**config.mk**
```make
export PLATFORM = sky130hd
export DESIGN_NAME = pkt_uart_tx
export DESIGN_NICKNAME = d
export VERILOG_FILES = /design/src/rtl/pkt_uart_tx.sv
export SDC_FILE = /design/constraint.sdc
export NUM_CORES = 1
export LEC_CHECK = 0
export CORE_ASPECT_RATIO = 1.4
export CORE_MARGIN = 4
export CORE_UTILIZATION = 32
export DETAILED_ROUTE_END_ITERATION = 12
export GPL_ROUTABILITY_DRIVEN = 0
export PLACE_DENSITY_LB_ADDON = 0.25
export SLEW_MARGIN = 30
export SYNTH_ARGS = -nofsm -noshare
export SYNTH_HDL_FRONTEND = slang
export SYNTH_SLANG_ARGS = --single-unit
```
**constraint.sdc**
```tcl
create_clock -name clk -period 2.2 [get_ports clk]
set_clock_uncertainty 0.2 [all_clocks]
set_input_delay 0.33 -clock clk [delete_from_list [all_inputs] [get_ports clk]]
set_output_delay 0.33 -clock clk [all_outputs]
set_load 0.01 [all_outputs]
```
**src/rtl/pkt_uart_tx.sv**
```systemverilog
`default_nettype none
// ============================================================================
// Module      : pkt_uart_tx
// Description : Packet UART transmitter. Sends MSG_BYTES payload bytes
//               (highest index first) followed by their CRC-16/CCITT-FALSE.
//               Optional even parity per frame when TX_PARITY_EN is defined.
// Revision    : 1.0 - initial release
// ============================================================================
module pkt_uart_tx #(
    parameter int          MSG_BYTES    = 16,
    parameter int          CLKS_PER_BIT = 16,
    parameter logic [15:0] CRC_INIT     = 16'hFFFF
) (
    input  logic                   clk,
    input  logic                   reset,
    input  logic                   start,
    input  logic [MSG_BYTES*8-1:0] msg_in,
    output logic                   tx_out,
    output logic                   busy,
    output logic                   done,
    output logic [15:0]            crc_out
);

    localparam logic [15:0] c_last_cnt   = 16'(CLKS_PER_BIT - 1);
    localparam logic [6:0]  c_last_byte  = 7'(MSG_BYTES - 1);
    localparam logic [1:0]  c_ph_payload = 2'd0;
    localparam logic [1:0]  c_ph_crc_hi  = 2'd1;
    localparam logic [1:0]  c_ph_crc_lo  = 2'd2;

    typedef enum logic [2:0] {
        S_IDLE  = 3'd0,
        S_START = 3'd1,
        S_DATA  = 3'd2,
`ifdef TX_PARITY_EN
        S_PAR   = 3'd3,
`endif
        S_STOP  = 3'd4,
        S_FIN   = 3'd5
    } state_t;

    state_t                 r_state;
    state_t                 w_state_nxt;
    logic                   w_accept;
    logic                   w_wrap;
    logic [15:0]            r_bit_cnt;
    logic [2:0]             r_bit_idx;
    logic [6:0]             r_byte_idx;
    logic [1:0]             r_phase;
    logic [MSG_BYTES*8-1:0] r_msg;
    logic [7:0]             r_shift;
    logic [15:0]            r_crc;
    logic [15:0]            r_crc_out;
    logic                   r_tx;

    // One CRC-16/CCITT-FALSE step over a whole byte, MSB first.
    function automatic logic [15:0] crc16_byte(input logic [15:0] crc, input logic [7:0] data);
        logic [15:0] c;
        c = crc;
        for (int i = 7; i >= 0; i--) begin
            if (c[15] ^ data[i]) c = {c[14:0], 1'b0} ^ 16'h1021;
            else                 c = {c[14:0], 1'b0};
        end
        return c;
    endfunction

    assign w_wrap  = (r_bit_cnt == c_last_cnt);
    assign tx_out  = r_tx;
    assign crc_out = r_crc_out;

    always_ff @(posedge clk) begin
        if (reset) r_state <= S_IDLE;
        else       r_state <= w_state_nxt;
    end

    always_comb begin
        w_state_nxt = r_state;
        w_accept    = 1'b0;
        busy        = 1'b0;
        done        = 1'b0;
        case (r_state)
            S_IDLE: begin
                if (start) begin
                    w_accept    = 1'b1;
                    w_state_nxt = S_START;
                end
            end
            S_START: begin
                busy = 1'b1;
                if (w_wrap) w_state_nxt = S_DATA;
            end
            S_DATA: begin
                busy = 1'b1;
`ifdef TX_PARITY_EN
                if (w_wrap && r_bit_idx == 3'd7) w_state_nxt = S_PAR;
`else
                if (w_wrap && r_bit_idx == 3'd7) w_state_nxt = S_STOP;
`endif
            end
`ifdef TX_PARITY_EN
            S_PAR: begin
                busy = 1'b1;
                if (w_wrap) w_state_nxt = S_STOP;
            end
`endif
            S_STOP: begin
                busy = 1'b1;
                if (w_wrap) w_state_nxt = (r_phase == c_ph_crc_lo) ? S_FIN : S_START;
            end
            S_FIN: begin
                done        = 1'b1;
                w_state_nxt = S_IDLE;
            end
            default: w_state_nxt = S_IDLE;
        endcase
    end

    always_ff @(posedge clk) begin
        if (reset) begin
            r_bit_cnt  <= '0;
            r_bit_idx  <= '0;
            r_byte_idx <= '0;
            r_phase    <= c_ph_payload;
            r_msg      <= '0;
            r_shift    <= '0;
            r_crc      <= '0;
            r_crc_out  <= '0;
            r_tx       <= 1'b1;
        end else begin
            if (r_state == S_IDLE || r_state == S_FIN || w_wrap) r_bit_cnt <= '0;
            else                                                 r_bit_cnt <= r_bit_cnt + 16'd1;

            case (r_state)
                S_IDLE: begin
                    if (w_accept) begin
                        // The top byte goes straight into the shifter; the rest queue up in r_msg.
                        r_msg      <= msg_in << 8;
                        r_shift    <= msg_in[MSG_BYTES*8-1 -: 8];
                        r_crc      <= crc16_byte(CRC_INIT, msg_in[MSG_BYTES*8-1 -: 8]);
                        r_byte_idx <= c_last_byte;
                        r_phase    <= c_ph_payload;
                        r_tx       <= 1'b0;
                    end
                end
                S_START: begin
                    if (w_wrap) begin
                        r_bit_idx <= 3'd0;
                        r_tx      <= r_shift[0];
                    end
                end
                S_DATA: begin
                    if (w_wrap) begin
                        if (r_bit_idx == 3'd7) begin
                            r_bit_idx <= 3'd0;
`ifdef TX_PARITY_EN
                            r_tx      <= ^r_shift;
`else
                            r_tx      <= 1'b1;
`endif
                        end else begin
                            r_bit_idx <= r_bit_idx + 3'd1;
                            r_tx      <= r_shift[r_bit_idx + 3'd1];
                        end
                    end
                end
`ifdef TX_PARITY_EN
                S_PAR: begin
                    if (w_wrap) r_tx <= 1'b1;
                end
`endif
                S_STOP: begin
                    if (w_wrap) begin
                        case (r_phase)
                            c_ph_payload: begin
                                r_tx <= 1'b0;
                                if (r_byte_idx == 7'd0) begin
                                    r_shift <= r_crc[15:8];
                                    r_phase <= c_ph_crc_hi;
                                end else begin
                                    r_byte_idx <= r_byte_idx - 7'd1;
                                    r_shift    <= r_msg[MSG_BYTES*8-1 -: 8];
                                    r_msg      <= r_msg << 8;
                                    r_crc      <= crc16_byte(r_crc, r_msg[MSG_BYTES*8-1 -: 8]);
                                end
                            end
                            c_ph_crc_hi: begin
                                r_tx    <= 1'b0;
                                r_shift <= r_crc[7:0];
                                r_phase <= c_ph_crc_lo;
                            end
                            default: begin
                                r_tx      <= 1'b1;
                                r_crc_out <= r_crc;
                            end
                        endcase
                    end
                end
                default: r_tx <= 1'b1;
            endcase
        end
    end

endmodule
`default_nettype wire

```
==> flow_summary.ini <==
[setup_path]
reg2reg_from = r_bit_cnt[1]
cp.arrival_ns = 2.41
end_kind = register
critPathTopFamily = simple AND/OR/NAND/NOR gates
r2r_cells = 7
crit_chain = ha_4, and3_4, nand4_1, buf_6, or3_4, or4b_4, a21oi_2
cp_slowest_stage_delay_ns = 0.52
ff2ff_setup_slack_ns = -0.04
critPathSlowestCell = or4b_4
cp-start-kind = register
r2r-end = r_bit_idx[1]
critPathBufInv = 1
cp_max_fo = 4
cp_data_required_time_ns = 2.36
crit_type = register to register

[route]
wl_um = 28900
ant_nets = 0
wl_per_cell_um = 18.7
firstDrtPassIters = 5
drc = 0
vias = 8451
routed_via_density = 5.47
drtIter0Drc = 570

[global_routing]
antenna_found_initial = 0
met1_usage = 0.226
grt_pass1_wl_um = 43700
gr-usage-met3 = 0.0341
grt_max_degree = 88
track_usage = 0.177
first_global_vias = 8124
grt-busiest-layer = met2
grt_overflow_total = 0
grt.met2_usage = 0.300

[floorplanning]
start_util = 0.328
fp.dieH_um = 205
die_w_um = 149
coreArea_um2 = 27100
rows = 71
num_io_pins = 150
die_area_um2 = 30500

[final_layout]
n_antenna_cell = 0
syn_to_final_growth_pct = 39.8
final-seq-area_um2 = 3860
fin_cells = 1544
mostFrequentLayoutCells = 181 x dfxtp_1, 170 x a21oi_1, 146 x clkdlybuf4s50_1, 112 x a22oi_1, 94 x a211oi_1
multi_input_area_um2 = 4830
fillCellCount = 2644
final_common_cell = dfxtp_1
drive_above_1_share = 0.159
final_nets = 1302

[yosys]
synthesis.area_um2 = 8880
synth-edff-count = 0
synthCells = 1015
ys_warn_count = 0
synthArstFlopShare = 0
seq_area_frac_synth = 0.433
synth_flop_cell = dfxtp_1
syn-num-nets = 1151
ys_seq_elements = 192
synth_cell_types = 50
syn_avg_cell_area_um2 = 8.75

[cts]
cts_hold_buf = 0
clk_latency_ns = 0.44
cts_sinks = 192
cts_root_buffer = clkbuf_16
cts_buffers = 17
cts_tree = done
clk_pin_slew_ns = 0.07
clockBufferDepth = 2
htree_levels = 4

[timing]
rsz0062_at_grt = yes
finalHoldViolCount = 0
max_freq_ghz = 0.446
finalSetupViolations = 2
setup_tns_ns = -0.0592
period_minus_slack_ns = 2.24
period_share = 1.02
worst_pin_slew_ns = 0.566
drv_slew = 0
fin_ws_ns = -0.0439
relSlewSlack = 0.623

[pwr]
ir_drop_mv = 0.550
power_density_nw_per_um2 = 815
p_int_uw = 7120
comb_power_share = 0.255
leakage_uw = 0.00432
switching_share = 0.296
pwr-share-seq = 0.410
switchingPower_uw = 3000
clkPwrFrac = 0.335

[placed_design]
dp_hpwl_um = 18300
port_buffers = 149
place_inst = 1490

[run_status]
status = finished with violations
violations = setup timing

[worst_hold_path]
hold_path_end = r_crc[5]
hold_class = primary input to register
min_from = reset
hold_depth = 2

[run]
drv_cap = 0
==> synth_stat cells, types with 16 or more instances <==
cell / n / area share
a21oi_1: 173 / 0.098
o21ai_0: 24 / 0.014
buf_2: 33 / 0.019
nor2_1: 38 / 0.016
clkbuf_1: 76 / 0.032
a211oi_1: 114 / 0.096
xnor2_1: 26 / 0.026
dfxtp_1: 192 / 0.43
nand2_1: 79 / 0.033
a22oi_1: 112 / 0.095
a311oi_1: 16 / 0.016
xor2_1: 17 / 0.017
==> stage by stage <==
stage	worst slack (ns)	utilization	area, µm²	hold slack (ns)	total power [µW]
after floorplan	-0.0272	-	8910	0.218	5630
after global placement	-0.0676	0.410	11100	0.241	6440
after detailed placement	-0.128	0.410	11100	0.246	6470
after CTS	-0.0983	0.440	11900	0.0456	9940
after global routing	-0.120	0.458	12400	0.0641	10600
final	-0.0439	0.458	12400	0.0709	10100
==> cell families after synthesis <==
group                    count (synthesis)  synth area share
adder cells (fa/ha/maj)                  5           0.00705
flip-flops                             192             0.433
AO/OA/AOI/OAI                          465             0.343
buffers and inverters                  115            0.0534
XOR/XNOR                                46            0.0502
AND/OR/NAND/NOR                        178            0.0950
multiplexers                            14            0.0187
==> per-layer routing <==
metal,vias to the layer above,share of wire
met5,-,0
met4,0,0.020
met3,34,0.038
met2,198,0.52
met1,4072,0.42
li1,4147,-
==> what timing repair did <==
action,4_1_cts,5_1_grt
pin swaps,11,24
endpoints found under the hold margin,0,0
cloned,3,8
resized for setup,26,47
buffers inserted,3,8
setup endpoints to repair,140,139
==> registers in the layout, indices dropped and copies added, names as in the netlist <==
register and count:
crc_out 16, r_shift 8, r_phase 2, r_state 3, r_bit_cnt 16, r_msg 120, r_crc 16, r_bit_idx 3
tx_out 1, r_byte_idx 7
==> worst max path at each step <==
stage,start,endpoint,slack (ns),cells after the start
after floorplan,r_bit_idx[0],tx_out,-0.03,7
after global placement,r_bit_idx[1],tx_out,-0.07,7
after detailed placement,start,r_shift[3],-0.13,5
after CTS,r_bit_idx[0],tx_out,-0.1,7
after global routing,r_bit_cnt[7],r_bit_idx[1],-0.12,6
final,r_bit_cnt[1],r_bit_idx[1],-0.04,7
==> power by group through the flow <==
stage	Clock, µW	Sequential, µW	Combinational (µW)
2_1_floorplan	0	4120	1510
3_3_place_gp	0	4210	2230
3_5_place_dp	0	4210	2260
4_1_cts	3450	4140	2350
5_1_grt	3570	4190	2810
6_report	3390	4150	2580
==> layout make-up <==
cell class,instances,share of cell area
multi-input combinational,709,0.389
sequential,192,0.311
clock inverter,12,0.0145
tap,365,0.0368
clock buffer,20,0.0368
inverter,5,0.00151
timing repair buffer,241,0.210
(Power assumes the default switching activity.)
